`src/rtl/prime_det_pkg.sv`:
```
// prime_det_pkg: shared prime lookup constants and helper for the 3-bit prime detector
package prime_det_pkg;
    // Bit i is set iff i is prime (2, 3, 5, 7).
    localparam logic [7:0] PRIME_MASK = 8'b1010_1100;

    function automatic logic is_prime3(input logic [2:0] n);
        return PRIME_MASK[n];
    endfunction
endpackage

```
`src/rtl/prime_det_lut3.sv`:
```
// prime_lut3: combinational 3-bit prime lookup
//   n [2:0] in  : value to test
//   p       out : 1 when n is 2, 3, 5 or 7
module prime_lut3
    import prime_det_pkg::*;
(
    input  logic [2:0] n,
    output logic       p
);
    assign p = is_prime3(n);
endmodule

```
`src/rtl/prime_det.sv`:
```
// prime_det: 3-bit prime detector with registered flag, registered value and saturating hit counter
//   clk, rst_n      : rising-edge clock, async active-low reset
//   A, B, C         : N = {A,B,C}, A is the MSB
//   en              : sample enable for the clocked path
//   clr             : synchronous clear of the counter (wins over en for the counter)
//   F               : combinational prime flag, independent of clk/rst_n
//   F_q, val_q      : F and N captured on enabled edges
//   prime_cnt       : enabled cycles with F=1, saturating at all-ones
//   cnt_sat         : high while prime_cnt is all-ones
module prime_det
    import prime_det_pkg::*;
#(
    parameter int CNT_W = 8
) (
    input  logic             clk,
    input  logic             rst_n,
    input  logic             A,
    input  logic             B,
    input  logic             C,
    input  logic             en,
    input  logic             clr,
    output logic             F,
    output logic             F_q,
    output logic [2:0]       val_q,
    output logic [CNT_W-1:0] prime_cnt,
    output logic             cnt_sat
);
    logic [2:0]       n;
    logic             f_d, f_q;
    logic [2:0]       val_d;
    logic [CNT_W-1:0] cnt_d, cnt_q;

    assign n = {A, B, C};

    prime_lut3 u_lut (
        .n (n),
        .p (F)
    );

    always_comb begin
        f_d   = en ? F : f_q;
        val_d = en ? n : val_q;
        cnt_d = clr                   ? '0 :
                (en && F && !cnt_sat) ? cnt_q + 1'b1 : cnt_q;
    end

    always_ff @(posedge clk or negedge rst_n) begin
        if (!rst_n) begin
            f_q   <= 1'b0;
            val_q <= 3'b000;
            cnt_q <= '0;
        end else begin
            f_q   <= f_d;
            val_q <= val_d;
            cnt_q <= cnt_d;
        end
    end

    assign F_q       = f_q;
    assign prime_cnt = cnt_q;
    assign cnt_sat   = &cnt_q;
endmodule

```
`config.mk`:
```
export PLATFORM = sky130hd
export DESIGN_NAME = prime_det
export DESIGN_NICKNAME = d
export VERILOG_FILES = /design/src/rtl/prime_det_pkg.sv /design/src/rtl/prime_det_lut3.sv /design/src/rtl/prime_det.sv
export SDC_FILE = /design/constraint.sdc
export NUM_CORES = 1
export LEC_CHECK = 0
export CELL_PAD_IN_SITES_DETAIL_PLACEMENT = 0
export CELL_PAD_IN_SITES_GLOBAL_PLACEMENT = 1
export CORE_ASPECT_RATIO = 0.6
export CORE_MARGIN = 2
export CORE_UTILIZATION = 30
export DETAILED_ROUTE_END_ITERATION = 12
export PLACE_DENSITY_LB_ADDON = 0.3
export SYNTH_ARGS = -nofsm -noshare
export SYNTH_HDL_FRONTEND = slang
export SYNTH_HIERARCHICAL = 1
export SYNTH_SLANG_ARGS = --single-unit
export TNS_END_PERCENT = 30
```
`constraint.sdc`:
```
create_clock -name clk -period 4.37 [get_ports clk]
set_input_delay 1.0925 -clock clk [delete_from_list [all_inputs] [get_ports clk]]
set_output_delay 1.0925 -clock clk [all_outputs]
set_load 0.01 [all_outputs]
```
==> run summary <==
Worst Max-Slew Pin Slew -> 0.5490 ns
CTS Root Cell -> clkbuf_8
Yosys warns -> 6
IO Port Bufs -> 20
Setup crit start kind -> input pin
Tcrit/Tclk final -> 80.74%
Via count of the first global-routing pass -> 550
Ys flop type -> dfrtp_1
Most area-consuming cells after synthesis -> dfrtp_1, mux2_4, mux2_2
Worst vdd ir -> 0.1337 mV
Initial antenna violation count -> 0
Post-synth EDFFs -> 0
Hold Crit Class -> reg2reg
Post-layout util -> 43.78%
Slew headroom -> 63.29%
Synth cell types -> 33
Worst Path Required -> 3.28 ns
DIE AREA -> 2683 um2
Starting Density -> 31.52%
PD cells -> 292.7 nW/um2
Die Y -> 40.93 um
Post-CTS Setup Inserts -> 0
Worst hold start -> val_q[1]$_DFFE_PN0P_
Iteration-0 DRC Markers -> 15
N_diodes -> 0
Total power -> 277.2 uW
Total number of vias -> 547
Final antenna-violating net count -> 0
Critical Path Slowest Stage Cell -> clkdlybuf4s50_1
Num CTS Buffers -> 3
Hold Buf Count CTS -> 0
Post-synthesis mux area share -> 13.03%
Syn avg cell area -> 10.65 um2
First-pass GRT wire length -> 2518 um
Worst Reg2Reg Path Length in Cells -> 4
Synth Area in Compound Gates -> 11.56%
Area leader, netlist -> dfrtp_1
Synthesis-to-finish area growth -> 38.90%
Mapped cell area -> 681.9 um2
Area share of xor/xnor cells in the synthesized design -> 0%
Gr ovfl total -> 0
Worst Path Buf+Inv -> 2
Worst stage delay on the critical path -> 0.51 ns
Setup Total Neg Slack -> 0 ns
Synth Instances -> 64
DIE WIDTH -> 65.55 um
Ys async rst share -> 100.0%
Endpoints failing hold -> 0
Delay-heaviest family, CP -> buffers and inverters
Final worst path period need -> 3.528 ns
Setup CP Type -> in2out
Crit path top cell by count -> clkdlybuf4s50_1
Tot GR Track Use -> 13.96%
I/O Pins -> 21
Synth Register Bits -> 12
Setup violators final -> 0
Share of cells above drive strength 1 -> 17.86%
Main combinational cell family by area after synthesis -> simple AND/OR/NAND/NOR gates
DR vias/cell -> 4.798
F_max -> 0.2834 GHz
Post-CTS Resized -> 0
Worst skew pair latency -> 0.24 ns
Status -> complete, no violations
CTS tree -> built
Core area -> 2163 um2
Initial DRT Pass Iterations -> 3
CP max FO -> 5
Leakage -> 0.3714 nW
Final Max Tran Viols -> 0
H-tree depth -> 1
Share of the synthesized area in the top cell type -> 44.04%
Most frequent cell after synthesis -> dfrtp_1
Clk pin slew, worst setup/hold paths -> 0.05 ns
Worst r2r src -> prime_cnt[0]$_DFFE_PN0P_
Clock Path Buffers -> 2
Max Cap Viol -> 0
Routed WL -> 1468 um
Min Hold Slack -> 0.5116 ns
Critical Path, Cell by Cell -> clkdlybuf4s50_1, mux2_4, clkdlybuf4s50_1
Hold path depth -> 1
CTS Sinks -> 12
Net Count, Synth -> 72
Worst path depth -> 3
Clock skew -> 0.005837 ns
Synth top cells by count -> dfrtp_1, inv_1
RePlAce Congestion -> 0.7346
Largest net degree at the start of global routing -> 14
Remaining DRCs -> 0
Worst Setup End Kind -> output pin
Post-Synth Adder-Cell Area -> 1.835%
HPWL after DPL -> 1111 um
Synth Area in Simple Gates -> 22.75%
Sequential area share after synthesis -> 44.04%
Start point of the critical path -> A
Nets -> 93
RSZ-0062 raised after global routing -> false
Placement row count -> 13
Worst Path Arrival -> 2.44 ns
Wire per inst -> 12.88 um
logic make-up after synthesis:
logic type | Yosys count
flip-flops | 12
buffers and inverters | 9
AO/OA/AOI/OAI | 11
AND/OR/NAND/NOR | 24
multiplexers | 7
adder cells (fa/ha/maj) | 1
worst register-to-register path, cell delays in order, from the launching register on:
cell and delay, ns:
dfrtp_1 0.43, ha_1 0.26, and3_1 0.24, a21oi_2 0.23, mux2_4 0.32
sequential cells by signal (all words and copies together) (netlist names):
register	flops
F_q	1
prime_cnt	8
val_q	3
power breakdown:
| group | internal, mW | switching (mW) |
|---|---|---|
| clock | 0.0795 | 0.0403 |
| sequential | 0.116 | 0.00381 |
| combinational | 0.0218 | 0.0155 |
cell type report:
cell class | count | area (um2)
clock buffers | 4 | 55.05
flip-flops and latches | 12 | 300.3
multi-input cells | 43 | 335.3
well taps | 30 | 37.54
inverters | 5 | 18.77
fillers | 203 | 1216
repair buffers | 20 | 200.2
layer usage:
metal	track usage [%]	part of all wire [%]	vias up	wire length (um)
met4	6.771	1.7	0	25
li1	-	-	272	-
met3	5.769	5.0	4	73
met1	17.80	55	258	804
met5	0	0	-	0
met2	20.92	38	13	564
layout by cell type (no fill, tap or decap), types with 2 or more instances in the layout:
cell type | Yosys | final
inv_1 | 5 | 5
mux2_4 | 3 | 3
and4_4 | 2 | 2
clkbuf_8 | 0 | 4
a211oi_1 | 2 | 2
nor4_1 | 2 | 2
dfrtp_1 | 12 | 12
nand2_1 | 2 | 2
o21ai_0 | 3 | 3
a21oi_2 | 2 | 2
clkdlybuf4s50_1 | 0 | 20
and3_1 | 2 | 2
mux2_2 | 3 | 3
nand2b_1 | 3 | 3
nor2_1 | 3 | 3
through the flow:
stage                     cell area (um2)  setup slack (ns)  instances
after floorplan                     681.9             1.868         64
after global placement              892.1            0.8775        110
after detailed placement            892.1            0.8487        110
after CTS                           947.2            0.8457        114
after global routing                947.2            0.8262        114
final                               947.2            0.8416        114
path summary, 6_finish.rpt:
kind | end | slack, ns
worst max-delay path | F | 0.84
min in group asynchronous | F_q$_DFFE_PN0P_ | 1.21
max in group asynchronous | prime_cnt[0]$_DFFE_PN0P_ | 2.79
worst max register to register | prime_cnt[0]$_DFFE_PN0P_ | 2.77
worst min register to register | val_q[1]$_DFFE_PN0P_ | 0.51
worst min-delay path | val_q[1]$_DFFE_PN0P_ | 0.51
Note: power is estimated with default switching activity, not from simulation.
